<file path="config.mk">
export PLATFORM = sky130hd
export DESIGN_NAME = bp_cce_gpr_wr_sched
export DESIGN_NICKNAME = d
export VERILOG_FILES = /design/src/rtl/bp_cce_gpr_wr_sched.sv
export SDC_FILE = /design/constraint.sdc
export NUM_CORES = 1
export LEC_CHECK = 0
export BUFFER_PORTS_ARGS = -buffer_cell sky130_fd_sc_hd__buf_2
export CORE_ASPECT_RATIO = 0.5
export CORE_MARGIN = 2
export CORE_UTILIZATION = 52
export CTS_BUF_LIST = sky130_fd_sc_hd__clkbuf_8
export CTS_CLUSTER_SIZE = 14
export DETAILED_ROUTE_END_ITERATION = 8
export PLACE_DENSITY = 0.9
export SETUP_SLACK_MARGIN = 0.3
export SLEW_MARGIN = 5
export SYNTH_ARGS = -nofsm -noshare
export SYNTH_HDL_FRONTEND = slang
export SYNTH_SLANG_ARGS = --single-unit
</file>
<file path="constraint.sdc">
create_clock -name clk_i -period 4.76 [get_ports clk_i]
set_clock_uncertainty 0.15 [all_clocks]
set_input_delay 0.238 -clock clk_i [delete_from_list [all_inputs] [get_ports clk_i]]
set_output_delay 0.238 -clock clk_i [all_outputs]
set_load 0.05 [all_outputs]
</file>
<file path="src/rtl/bp_cce_gpr_wr_sched.sv">
// GPR write-port scheduler: microcode writes win the port, directory writebacks are
// buffered in a circular FIFO and drained in arrival order. Optional macro: BP_CCE_GPR_WR_BYPASS_EN.
module bp_cce_gpr_wr_sched #(
  parameter int num_gpr_p   = 16,
  parameter int gpr_width_p = 64,
  parameter int fifo_els_p  = 2,
  localparam int gpr_sel_width_lp = $clog2(num_gpr_p),
  localparam int cnt_width_lp     = $clog2(fifo_els_p + 1)
) (
  input  logic                        clk_i,
  input  logic                        reset_i,
  input  logic                        ucode_w_v_i,
  input  logic [num_gpr_p-1:0]        ucode_w_mask_i,
  input  logic [gpr_width_p-1:0]      ucode_w_data_i,
  input  logic [num_gpr_p-1:0]        ucode_rd_mask_i,
  input  logic                        dir_v_i,
  input  logic [gpr_sel_width_lp-1:0] dir_gpr_i,
  input  logic [gpr_width_p-1:0]      dir_data_i,
  output logic                        dir_ready_o,
  output logic                        hazard_o,
  output logic [num_gpr_p-1:0]        gpr_w_mask_o,
  output logic [gpr_width_p-1:0]      gpr_w_data_o,
  output logic [cnt_width_lp-1:0]     pending_cnt_o
);

  localparam int ptr_width_lp = (fifo_els_p > 1) ? $clog2(fifo_els_p) : 1;

  logic [gpr_sel_width_lp-1:0] fifo_gpr_r  [fifo_els_p];
  logic [gpr_width_p-1:0]      fifo_data_r [fifo_els_p];
  logic [fifo_els_p-1:0]       fifo_v_r;
  logic [ptr_width_lp-1:0]     rd_ptr_r, wr_ptr_r;
  logic [cnt_width_lp-1:0]     cnt_r;

  logic                 fifo_full, fifo_empty;
  logic [num_gpr_p-1:0] pend_mask;
  logic [num_gpr_p-1:0] ucode_touch_mask;
  logic                 ucode_go;
  logic                 bypass;
  logic                 enq, pop;

  function automatic logic [ptr_width_lp-1:0] ptr_inc(input logic [ptr_width_lp-1:0] p);
    if (p == ptr_width_lp'(fifo_els_p - 1))
      return '0;
    else
      return p + ptr_width_lp'(1);
  endfunction

  function automatic logic [num_gpr_p-1:0] gpr_onehot(input logic [gpr_sel_width_lp-1:0] sel);
    return num_gpr_p'(1) << sel;
  endfunction

  assign fifo_full  = (cnt_r == cnt_width_lp'(fifo_els_p));
  assign fifo_empty = (cnt_r == '0);

  // Per-entry valid bits avoid modulo arithmetic on rd_ptr+offset for non-power-of-two depths.
  always_comb begin
    pend_mask = '0;
    for (int unsigned i = 0; i < fifo_els_p; i++) begin
      if (fifo_v_r[i])
        pend_mask = pend_mask | gpr_onehot(fifo_gpr_r[i]);
    end
  end

  assign ucode_touch_mask = ucode_rd_mask_i | (ucode_w_v_i ? ucode_w_mask_i : '0);
  assign hazard_o         = |(pend_mask & ucode_touch_mask);
  assign ucode_go         = ucode_w_v_i & (|ucode_w_mask_i) & ~hazard_o;

`ifdef BP_CCE_GPR_WR_BYPASS_EN
  assign bypass = fifo_empty & ~ucode_go & dir_v_i & ~reset_i;
`else
  assign bypass = 1'b0;
`endif

  assign dir_ready_o   = ~fifo_full | bypass;
  assign enq           = dir_v_i & dir_ready_o & ~bypass;
  assign pop           = ~ucode_go & ~fifo_empty;
  assign pending_cnt_o = cnt_r;

  // Buffered entries are discarded by reset, so the drain path is gated in the reset cycle.
  always_comb begin
    gpr_w_mask_o = '0;
    gpr_w_data_o = '0;
    if (ucode_go) begin
      gpr_w_mask_o = ucode_w_mask_i;
      gpr_w_data_o = ucode_w_data_i;
    end else if (~fifo_empty & ~reset_i) begin
      gpr_w_mask_o = gpr_onehot(fifo_gpr_r[rd_ptr_r]);
      gpr_w_data_o = fifo_data_r[rd_ptr_r];
    end else if (bypass) begin
      gpr_w_mask_o = gpr_onehot(dir_gpr_i);
      gpr_w_data_o = dir_data_i;
    end
  end

  always_ff @(posedge clk_i) begin
    if (reset_i) begin
      rd_ptr_r <= '0;
      wr_ptr_r <= '0;
      cnt_r    <= '0;
      fifo_v_r <= '0;
    end else begin
      if (enq)
        wr_ptr_r <= ptr_inc(wr_ptr_r);
      if (pop)
        rd_ptr_r <= ptr_inc(rd_ptr_r);
      if (enq & ~pop)
        cnt_r <= cnt_r + cnt_width_lp'(1);
      else if (pop & ~enq)
        cnt_r <= cnt_r - cnt_width_lp'(1);
      for (int unsigned i = 0; i < fifo_els_p; i++) begin
        if (enq && (wr_ptr_r == ptr_width_lp'(i)))
          fifo_v_r[i] <= 1'b1;
        else if (pop && (rd_ptr_r == ptr_width_lp'(i)))
          fifo_v_r[i] <= 1'b0;
      end
    end
  end

  always_ff @(posedge clk_i) begin
    if (enq) begin
      fifo_gpr_r[wr_ptr_r]  <= dir_gpr_i;
      fifo_data_r[wr_ptr_r] <= dir_data_i;
    end
  end

endmodule

</file>
# After elaboration in Yosys (flattened, before gate mapping)
# Memory sizes are Yosys's and may differ from the RTL's. A register that Yosys moved wholly into a read port is not among the register bits.
# Index checks and enable logic that the tools add are counted.
# W data, S select, Z words.
[classes]
bitwise = 19
n_mux = 21
n_addsub = 4
eq_ne = 1
n_reduce_logical = 10
shift = 3
[op_table]
columns = ["op", "count"]
rows = [
  ["$mux W64", 2],
  ["$mux W16", 5],
  ["$shl A1 B4 Y16 const A", 3],
  ["$or A16 B16 Y16", 2],
  ["$reduce_or A16 Y1", 2],
  ["$and A16 B16 Y16", 1],
  ["$mux W1", 12],
  ["$not A1 Y1", 9],
  ["$and A1 B1 Y1", 7],
  ["$reduce_bool A2 Y1", 3],
  ["$logic_and A1 B1 Y1", 4],
  ["$mux W2", 2],
  ["$add A1 B1 Y1 const B", 2],
  ["$add A2 B1 Y2 const B", 1],
  ["$eq A2 B2 Y1 const B", 1],
  ["$logic_not A2 Y1", 1],
  ["$sub A2 B1 Y2 const B", 1],
]
[totals]
n_memories = 2
word_cells = 65
regBits = 6
input_bits = 168
ram_bits = 136
[mem_list]
columns = ["name", "depth", "width", "read_ports", "rd_clocked_by_memory_dff", "write_ports", "line", "text"]
rows = [
  ["fifo_data_r", 2, 64, 1, 1, 1, "29", "logic [gpr_width_p-1:0] fifo_data_r [fifo_els_p];"],
  ["fifo_gpr_r", 2, 4, 3, 1, 1, "28", "logic [gpr_sel_width_lp-1:0] fifo_gpr_r [fifo_els_p];"],
]

# Longest topological paths before layout
# Gate-level depths: netlist of the first run.
# An unclocked memory read counts as a cell.
[logic_depth]
depth_word = 14
mapped_depth = 13
depth_no_buf = 10

# Least setup slack after synthesis of the first run
# Ideal clock, no wire load.
[synth_timing]
path_kind = "register -> register"
from = "register cnt_r[0] (netlist: pending_cnt_o[0])"
to = "memory fifo_data_r[0][0], enable pin"
stages_incl_launch_ff = 4
setup_ns = 0.498
n_path_buf = 0
arrival_time_ns = 4.371
path_slack_ns = -0.259
path_cell_list = "dfxtp_1 > nand2b_1 > nand2_1 > nor2_1"
[synth_via]
elab_chain_len = 5
[synth_lines]
columns = ["item", "line", "text"]
rows = [
  ["start, declared", "32", "logic [cnt_width_lp-1:0] cnt_r;"],
  ["start signal, assigned", "107", "cnt_r <= cnt_r + cnt_width_lp'(1);"],
  ["start signal, assigned", "109", "cnt_r <= cnt_r - cnt_width_lp'(1);"],
  ["$eq A2 B2 Y1", "52", "assign fifo_full = (cnt_r == cnt_width_lp'(fifo_els_p));"],
  ["$not A1 Y1", "74", "assign dir_ready_o = ~fifo_full | bypass;"],
  ["net dir_ready_o", "19", "output logic dir_ready_o,"],
  ["$and A1 B1 Y1", "75", "assign enq = dir_v_i & dir_ready_o & ~bypass;"],
  ["$mux W1", "120", "if (enq) begin"],
  ["$mux W1 (not written as such)", "122", "fifo_data_r[wr_ptr_r] <= dir_data_i;"],
  ["end, declared", "29", ""],
]
# The timed path passes the listed nets, and every way through them passes these cells.

==> flow_metrics.py, run 1 <==
metrics = {
    "run_status": {
        "status": "complete, no violations",
    },
    "logic_synthesis": {
        "synthCells": 517,
        "ys_types": 39,
        "synth_top_area_share_pct": 56.51,
        "synth_area_leaders": "edfxtp_1 (57%), mux2_4 (14%), mux2i_1 (8.9%)",
        "yosysSeqAreaShare_pct": 58.45,
        "synth_nets": 686,
        "synth_edf_count": 136,
        "ys.flop_type": "edfxtp_1",
        "syn_area_per_cell_um2": 13.98,
        "synth_warnings": 0,
        "synthArstFlopShare_pct": 0,
        "synthTopCellsByCount": "edfxtp_1 (136), nor2_1 (91), mux2_4 (66)",
        "synth_top_area_cell": "edfxtp_1",
        "yosysMostFrequentCell": "edfxtp_1",
        "synth-seq-cells": 143,
        "synth_area_um2": 7227,
    },
    "critical_path": {
        "worstPathMaxFanout": 30,
        "cp_top_family": "simple AND/OR/NAND/NOR gates",
        "slowest_stage": "edfxtp_1",
        "crit_start": "fifo_gpr_r[0][3]",
        "endpoint_kind": "primary output",
        "crit_arrival_ns": 3.30,
        "slowest_delay_ns": 0.53,
        "path_class": "reg -> out",
        "cp-start-kind": "flip-flop",
        "cp_cell_sequence": "nor2b_1, a22oi_1, o22ai_1, nor4_2, nand4_1, buf_4, mux2_2, buf_2",
        "r2r-start": "fifo_gpr_r[0][2]",
        "crit_buf_inv": 2,
        "cp.required_ns": 4.37,
    },
    "placement": {
        "dp_hpwl_mm": 11.97,
        "dp_cells": 935,
        "portBuffers": 251,
        "pre_cts_ws_ns": 1.553,
        "placed_area_um2": 8617,
        "globalplace.congestion": 0.9372,
    },
    "routing": {
        "ant_nets": 0,
        "drt_iter0_drc": 353,
        "totalWireLength_mm": 18.72,
        "route.detailed.drc": 0,
        "wl_per_cell_um": 18.07,
        "via_per_inst": 5.289,
        "first_pass_iters": 6,
        "vias": 5479,
    },
    "timing": {
        "hold_viol": 0,
        "slew_headroom_pct": 30.58,
        "rsz0062_at_grt": "false",
        "setup-violations-final": 0,
        "slew_violations": 0,
        "layout_setup_ws_ns": 1.070,
        "period_share_pct": 77.52,
        "holdWs_ns": 0.1067,
        "worstMarginPinSlew_ns": 1.041,
        "period_minus_slack_ns": 3.690,
        "fmaxAchievable_mhz": 271.0,
        "fin_tns_setup_ns": 0,
    },
    "power": {
        "ir_drop_mv": 0.2659,
        "p_total_mw": 4.814,
        "power_leakage_nw": 4.116,
        "pwr_density_cell_nw_per_um2": 493.6,
    },
    "die": {
        "die-height_um": 87.36,
        "rows": 30,
        "core_um2": 13550,
        "start_util_pct": 53.33,
        "die_w_um": 170.7,
        "ios": 252,
        "dieArea_um2": 14910,
    },
    "grt": {
        "grt_usage_pct": 24.57,
        "grt_antenna_before_repair": 0,
        "grt_max_degree": 71,
        "grt_pass1_vias": 5533,
        "grt.overflow.total": 0,
        "grt_pass1_wl_mm": 27.73,
    },
    "cts": {
        "htree_levels": 4,
        "cts_tree": "yes",
        "cts_resized": 0,
        "clk_pin_slew_ns": 0.09,
        "post-cts-setup-buffer-count": 0,
        "max-clock-path-buffers": 2,
        "clk_latency_ns": 0.43,
        "cts_made_buffers": 17,
        "cts_sinks": 143,
        "root_buffer": "clkbuf_8",
        "hold_buffers": 69,
    },
    "min_path": {
        "min_from": "dir_v_i",
        "min_path_type": "in -> reg",
    },
    "cells_and_area": {
        "final_cells": 1036,
        "area_growth_syn_to_layout_pct": 34.94,
        "nNetsFinal": 1000,
        "drive_gt1_share_pct": 44.31,
        "final_cell_area_um2": 9752,
        "num_antenna_cells": 0,
        "fin_util_pct": 71.97,
    },
    "run": {
        "maxCapViolations": 0,
    },
}
-- registers in the layout, indices dropped and copies added (netlist names), named ones only --
name           count
rd_ptr_r           1
fifo_gpr_r         8
wr_ptr_r           1
fifo_v_r           2
pending_cnt_o      2
fifo_data_r      128
-- worst reg2reg max path, cell delays in order, from the launching register on --
cell and delay, ns:
edfxtp_1 0.53, nor2b_1 0.26, a22oi_1 0.21, o22ai_1 0.12, nor4_2 0.38, nand4_1 0.34, o21ai_0 0.18, ha_1 0.29
or3_1 0.35, a21oi_1 0.14
-- path summary, 6_finish.rpt --
| check | to | slack, ns | depth (start not counted) |
|---|---|---|---|
| worst max-delay path | gpr_w_data_o[63] | 1.07 | 8 |
| worst min-delay path | wr_ptr_r | 0.11 | 4 |
| worst max register to register | pending_cnt_o[1] | 1.76 | 9 |
| worst min register to register | fifo_v_r[1] | 0.40 | 2 |
-- logic make-up after synthesis --
| kind of cell | Yosys count | synth area share [%] |
|---|---|---|
| adder cells (fa/ha/maj) | 1 | 0.1731 |
| flip-flops | 143 | 58.45 |
| XOR/XNOR | 3 | 0.3636 |
| AND/OR/NAND/NOR | 137 | 8.743 |
| buffers and inverters | 32 | 2.493 |
| AO/OA/AOI/OAI | 57 | 5.021 |
| multiplexers | 144 | 24.76 |
-- power breakdown --
part	switching (mW)	internal, mW	total [mW]
clock network	0.491	0.579	1.07
registers	0.154	1.61	1.76
logic	1.27	0.707	1.98
-- metal layers --
layer / global-route usage (%) / vias up / wire [µm]
met5: 0 / - / 0
met4: 11.97 / 0 / 581
met3: 5.043 / 53 / 932
met2: 46.56 / 231 / 9958
met1: 26.59 / 2615 / 7251
li1: - / 2580 / -
-- placed cells by master, fill, tap and decap left out, types with 2 or more instances in the layout --
cell type	n
nand4_1	2
mux2_2	14
mux2_4	66
dlygate4sd3_1	69
nor2b_1	5
nor4_2	2
nor3b_1	5
mux2i_1	64
xor2_1	3
clkinvlp_4	3
inv_6	2
inv_1	2
buf_2	251
clkbuf_8	17
a21oi_1	21
nor3_1	4
o22ai_1	9
o21ai_0	4
bufinv_16	4
nand2_1	10
o211ai_1	2
a211oi_1	2
a22oi_1	13
and3_1	2
buf_4	4
clkinv_4	4
a32oi_1	4
and3b_1	4
nor2_1	90
dfxtp_1	6
nor4_1	4
edfxtp_1	136
-- final cells by class --
cell class,instances,area (µm²)
flip-flops and latches,143,4228
fillers,897,3799
multi-input cells,342,2835
repair buffers,325,1997
well taps,192,240.2
clock buffers,17,234.0
clock inverters,15,210.2
inverters,2,7.507
(Power assumes the default switching activity.)
==> run 2: changes to the inputs <==
- ABC_AREA: unset -> 1
- clock period: 4.76 -> 3.84 ns (I/O delays scaled with it)
==> flow_metrics.py, run 2 <==
metrics = {
    "grt": {
        "grt_pass1_vias": 6582,
        "grt_usage_pct": 27.27,
        "grt_antenna_before_repair": 1,
        "grt_pass1_wl_mm": 31.27,
        "grt_max_degree": 66,
        "grt.overflow.total": 0,
    },
    "cts": {
        "htree_levels": 4,
        "cts_made_buffers": 17,
        "root_buffer": "clkbuf_8",
        "clk_latency_ns": 0.43,
        "cts_sinks": 143,
        "clk_pin_slew_ns": 0.08,
        "max-clock-path-buffers": 2,
        "cts_tree": "yes",
    },
    "min_path": {
        "min_from": "dir_v_i",
        "min_path_cells": 5,
        "min_path_type": "in -> reg",
        "holdPathEnd": "wr_ptr_r",
    },
    "logic_synthesis": {
        "yosysSeqAreaShare_pct": 58.46,
        "synthTopCellsByCount": "nand3_1 (162), edfxtp_1 (136), nand2_1 (129)",
        "ys.flop_type": "edfxtp_1",
        "synth_top_area_cell": "edfxtp_1",
        "synth_top_area_share_pct": 56.52,
        "synth_area_um2": 7226,
        "syn_area_per_cell_um2": 10.53,
        "synth_nets": 855,
        "ys_types": 29,
        "synth_warnings": 0,
        "synth_area_leaders": "edfxtp_1 (57%), nand3_1 (11%), mux2_2 (10%)",
        "yosysMostFrequentCell": "nand3_1",
        "synth-seq-cells": 143,
        "synthArstFlopShare_pct": 0,
        "synth_edf_count": 136,
        "synthCells": 686,
    },
    "power": {
        "pwr_density_cell_nw_per_um2": 602.4,
        "p_total_mw": 5.883,
        "ir_drop_mv": 0.3284,
        "power_leakage_nw": 4.361,
    },
    "cells_and_area": {
        "nNetsFinal": 1159,
        "final_cells": 1196,
        "final_cell_area_um2": 9767,
        "regMostFlops": "fifo_data_r",
        "area_growth_syn_to_layout_pct": 35.17,
        "final_cell_mix": "buf_2 (251), nand3_1 (162), edfxtp_1 (136), nand2_1 (128), dlygate4sd3_1 (69)",
        "top_regs": "fifo_data_r (128), fifo_gpr_r (8)",
        "final_common_cell": "buf_2",
        "fin_util_pct": 72.08,
        "drive_gt1_share_pct": 37.39,
        "largest_reg_flops": 128,
    },
    "routing": {
        "route.detailed.drc": 0,
        "via_per_inst": 5.441,
        "first_pass_iters": 6,
        "vias": 6508,
        "totalWireLength_mm": 20.33,
        "drt_iter0_drc": 519,
        "ant_nets": 0,
        "wl_per_cell_um": 17.00,
    },
    "placement": {
        "dp_cells": 1094,
        "portBuffers": 251,
        "pre_cts_ws_ns": 0.8791,
        "globalplace.congestion": 0.9405,
        "dp_hpwl_mm": 12.71,
        "placed_area_um2": 8632,
    },
    "run": {
        "maxCapViolations": 0,
    },
    "timing": {
        "slew_headroom_pct": 38.39,
        "setup-violations-final": 0,
        "rsz0062_at_grt": "false",
        "slew_violations": 0,
        "fmaxAchievable_mhz": 311.4,
        "holdWs_ns": 0.2053,
        "worstMarginPinSlew_ns": 0.9220,
        "period_share_pct": 83.63,
        "layout_setup_ws_ns": 0.6285,
        "period_minus_slack_ns": 3.212,
        "hold_viol": 0,
        "fin_tns_setup_ns": 0,
    },
    "critical_path": {
        "worstReg2RegEnd": "pending_cnt_o[1]",
        "cp_cell_sequence": "inv_4, nor2_1, nand2_1, nand2_1, nand2_1, nand2_1, nor2_1, nand2_1, nor2_4, buf_6, nand3_1, nand2_1, buf_2",
        "slowest_stage": "edfxtp_1",
        "cp-start-kind": "flip-flop",
        "regToRegSetupSlack_ns": 1.02,
        "crit_buf_inv": 3,
        "path_class": "reg -> out",
        "reg2reg_depth": 16,
        "cp.required_ns": 3.50,
        "r2r-start": "fifo_gpr_r[0][2]",
        "crit_arrival_ns": 2.87,
        "endpoint_kind": "primary output",
        "worst_path_most_repeated_cell": "nand2_1",
        "worstPathMaxFanout": 65,
        "slowest_delay_ns": 0.55,
        "cp.depth": 13,
        "cp_top_family": "simple AND/OR/NAND/NOR gates",
    },
    "die": {
        "rows": 30,
        "die-height_um": 87.36,
        "ios": 252,
        "core_um2": 13550,
        "start_util_pct": 53.32,
        "die_w_um": 170.7,
        "dieArea_um2": 14910,
    },
    "run_status": {
        "status": "complete, no violations",
    },
}
[run 2: cell count changes in the layout (fill, tap and decap cells not counted), sizes merged, moves of 54 or more]
cell,previous run,this run
nor2,91,34
inv,5,59
nand3,1,164
mux2i,64,0
nand2,10,131
[run 2: cell type report]
cell class | count | area, µm²
fill | 913 | 3784
clock inverter | 15 | 195.2
antenna | 1 | 2.502
timing repair buffer | 327 | 2053
inverter | 55 | 209.0
tap | 192 | 240.2
clock buffer | 17 | 234.0
multi-input combinational | 446 | 2608
sequential | 143 | 4225
[run 2: kinds of logic (layout without fill, tap and decap cells)]
family	after synthesis	after routing	share of synthesized area, %
DFF	143	143	58.46
other	0	1	0
AOI/OAI and AO/OA	48	48	4.554
buffers and inverters	97	414	6.164
and+or+nand+nor	333	333	20.68
adders and majority gates	1	1	0.1731
muxes	64	64	9.974
[run 2: power by group]
group          leakage [nW]  internal [mW]  total, mW  switching, mW
Sequential             1.33           1.97       2.05         0.0889
Combinational          2.82          0.741       2.55           1.80
Clock                 0.217          0.707       1.28          0.577
[run 2: worst min-delay path, delay by kind of cell]
family | cells | cell delay [ns]
compound gates | 1 | 0.10
buf+inv | 2 | 0.21
simple gates | 2 | 0.23
[run 2: per-layer routing]
layer	global-route usage [%]	up-vias	wire, µm
met1	29.89	3038	7549
met4	15.85	0	823
met2	49.83	371	10580
met3	5.816	74	1380
li1	-	3025	-
met5	0	-	0
[run 2: worst max path at each step]
stage,from,to,slack (ns)
finish,fifo_gpr_r[0][2],gpr_w_data_o[32],0.63
global route,fifo_gpr_r[0][2],gpr_w_data_o[32],0.43
CTS,fifo_gpr_r[0][2],gpr_w_mask_o[1],0.48
detailed placement,fifo_gpr_r[0][2],pending_cnt_o[1],0.88
global placement,fifo_gpr_r[0][2],pending_cnt_o[1],0.96
floorplan,pending_cnt_o[0],fifo_data_r[1][0],0.05
[run 2: repair_timing]
item                                   in CTS  in global routing
resized for setup                           0                  2
hold buffers                               69                  0
setup buffers                               0                  0
setup endpoints to repair                   0                 41
endpoints found under the hold margin     143                  0
==> run 3: changes to the inputs <==
- ABC_AREA: 1 -> 0
- clock period: 3.84 -> 3 ns (I/O delays scaled with it)
==> flow_metrics.py, run 3 (synthesis results as in run 1) <==
metrics = {
    "run_status": {
        "status": "complete, but fails checks",
        "violations": "setup timing",
    },
    "cts": {
        "cts_made_buffers": 17,
        "cts_tree": "yes",
        "clk_pin_slew_ns": 0.08,
        "root_buffer": "clkbuf_8",
        "max-clock-path-buffers": 2,
        "cts_sinks": 143,
        "htree_levels": 4,
        "clk_latency_ns": 0.41,
    },
    "critical_path": {
        "cp_top_family": "buffers and inverters",
        "slowest_stage": "edfxtp_1",
        "cp.required_ns": 2.70,
        "endpoint_kind": "primary output",
        "crit_buf_inv": 6,
        "path_class": "reg -> out",
        "slowest_delay_ns": 0.49,
        "worst_path_most_repeated_cell": "buf_6",
        "cp_cell_sequence": "buf_6, nor3b_4, a32oi_2, o22ai_1, nor4_2, buf_4, nand4_1, buf_6, buf_12, clkbuf_16, mux2_4, buf_6",
        "cp-start-kind": "flip-flop",
        "regToRegSetupSlack_ns": -0.34,
        "crit_arrival_ns": 3.13,
        "worstPathMaxFanout": 6,
    },
    "timing": {
        "slew_violations": 0,
        "holdWs_ns": 0.03305,
        "period_share_pct": 114.4,
        "hold_viol": 0,
        "setup-violations-final": 82,
        "fmaxAchievable_mhz": 291.4,
        "layout_setup_ws_ns": -0.4318,
        "rsz0062_at_grt": "true",
        "worstMarginPinSlew_ns": 0.7489,
        "slew_headroom_pct": 50.07,
        "period_minus_slack_ns": 3.432,
    },
    "grt": {
        "grt_pass1_vias": 5851,
        "grt_max_degree": 40,
        "grt_usage_pct": 27.73,
        "grt_antenna_before_repair": 1,
        "grt_pass1_wl_mm": 31.11,
        "grt.overflow.total": 0,
    },
    "routing": {
        "totalWireLength_mm": 22.41,
        "drt_iter0_drc": 489,
        "route.detailed.drc": 0,
        "first_pass_iters": 5,
        "vias": 5969,
        "wl_per_cell_um": 20.70,
        "ant_nets": 0,
        "via_per_inst": 5.512,
    },
    "power": {
        "ir_drop_mv": 0.3602,
        "power_leakage_nw": 4.676,
        "pwr_density_cell_nw_per_um2": 779.8,
    },
    "cells_and_area": {
        "area_growth_syn_to_layout_pct": 54.99,
        "final_cell_area_um2": 11200,
        "nNetsFinal": 1046,
        "drive_gt1_share_pct": 50.79,
        "final_common_cell": "buf_2",
        "fin_util_pct": 82.66,
        "top_regs": "fifo_data_r (128), fifo_gpr_r (8)",
        "largest_reg_flops": 128,
        "regMostFlops": "fifo_data_r",
        "fill_cells": 651,
        "final_cell_mix": "buf_2 (170), edfxtp_1 (136), nor2_1 (90), mux2_4 (77), buf_6 (70)",
    },
    "die": {
        "rows": 30,
        "ios": 252,
        "die_w_um": 170.7,
        "dieArea_um2": 14910,
        "core_um2": 13550,
        "die-height_um": 87.36,
        "start_util_pct": 53.33,
    },
    "placement": {
        "placed_area_um2": 8832,
        "dp_hpwl_mm": 12.11,
        "portBuffers": 251,
        "globalplace.congestion": 1.038,
    },
    "min_path": {
        "min_path_type": "in -> reg",
    },
    "run": {
        "maxCapViolations": 0,
    },
}
[run 3: cell types whose count changed in the layout (fill, tap and decap cells not counted), sizes merged, moves of 11 or more]
cell,previous run,this run
nand3,164,1
nor2,34,91
a22oi,0,13
mux2,64,80
o21bai,16,0
nand2,131,10
inv,59,9
o21ai,15,4
buf,258,298
a21oi,8,21
mux2i,0,64
[run 3: worst register-to-register path, cell delays in order, from the launching register on]
cell and delay, ns:
edfxtp_1 0.49, buf_6 0.17, nor3b_4 0.32, a32oi_2 0.20
o22ai_1 0.27, nor4_2 0.08, buf_4 0.15, nand4_1 0.09
buf_6 0.15, buf_12 0.17, buf_6 0.11, buf_8 0.10
o21ai_4 0.06, ha_4 0.16, xor2_1 0.14, or3_1 0.33
a21oi_1 0.13
[run 3: layer usage]
metal  wire [µm]  track usage (%)  vias to the layer above
li1            -                -                     2680
met3        1201            4.543                       65
met5           0                0                        -
met1        8341            31.60                     2910
met2       12120            52.01                      314
met4         750            12.51                        0
[run 3: layout make-up]
cell class | count | area, µm² | area share (%)
Sequential cell | 143 | 4229 | 37.76
Timing Repair Buffer | 371 | 3208 | 28.64
Multi-Input combinational cell | 342 | 3073 | 27.44
Tap cell | 192 | 240.2 | 2.145
Clock buffer | 17 | 234.0 | 2.089
Clock inverter | 15 | 206.4 | 1.843
Inverter | 2 | 7.507 | 0.06702
Antenna cell | 1 | 2.502 | 0.02234
[run 3: where the power goes]
part	internal [mW]	switching, mW	total [mW]
Combinational	1.90	2.40	4.30
Sequential	2.55	0.175	2.73
Clock	0.922	0.788	1.71
[run 3: through the flow]
stage | TNS (ns) | instances | total power [mW] | worst slack (ns)
6_report | -32.64 | 1083 | 8.735 | -0.4318
2_1_floorplan | 0 | 517 | 5.258 | 0.2453
3_3_place_gp | 0 | 950 | 5.924 | 0.1176
5_1_grt | -36.82 | 1083 | 9.029 | -0.4802
4_1_cts | -14.38 | 1073 | 8.399 | -0.2117
3_5_place_dp | -2.384 | 950 | 6.010 | -0.1332
[run 3: final timing paths]
path	startpoint	to	cells past startpoint
max	fifo_gpr_r[0][1]	gpr_w_data_o[36]	12
min	dir_v_i	wr_ptr_r	4
max reg2reg	fifo_gpr_r[0][1]	pending_cnt_o[1]	16
min reg2reg	pending_cnt_o[0]	pending_cnt_o[0]	2
[run 3: what timing repair did]
item | CTS | global route
pin swaps | 16 | 14
resized for setup | 205 | 46
endpoints found under the hold margin | 141 | 0
setup endpoints to repair | 83 | 84
setup buffers | 20 | 5
hold buffers | 69 | 0
gates cloned | 2 | 4
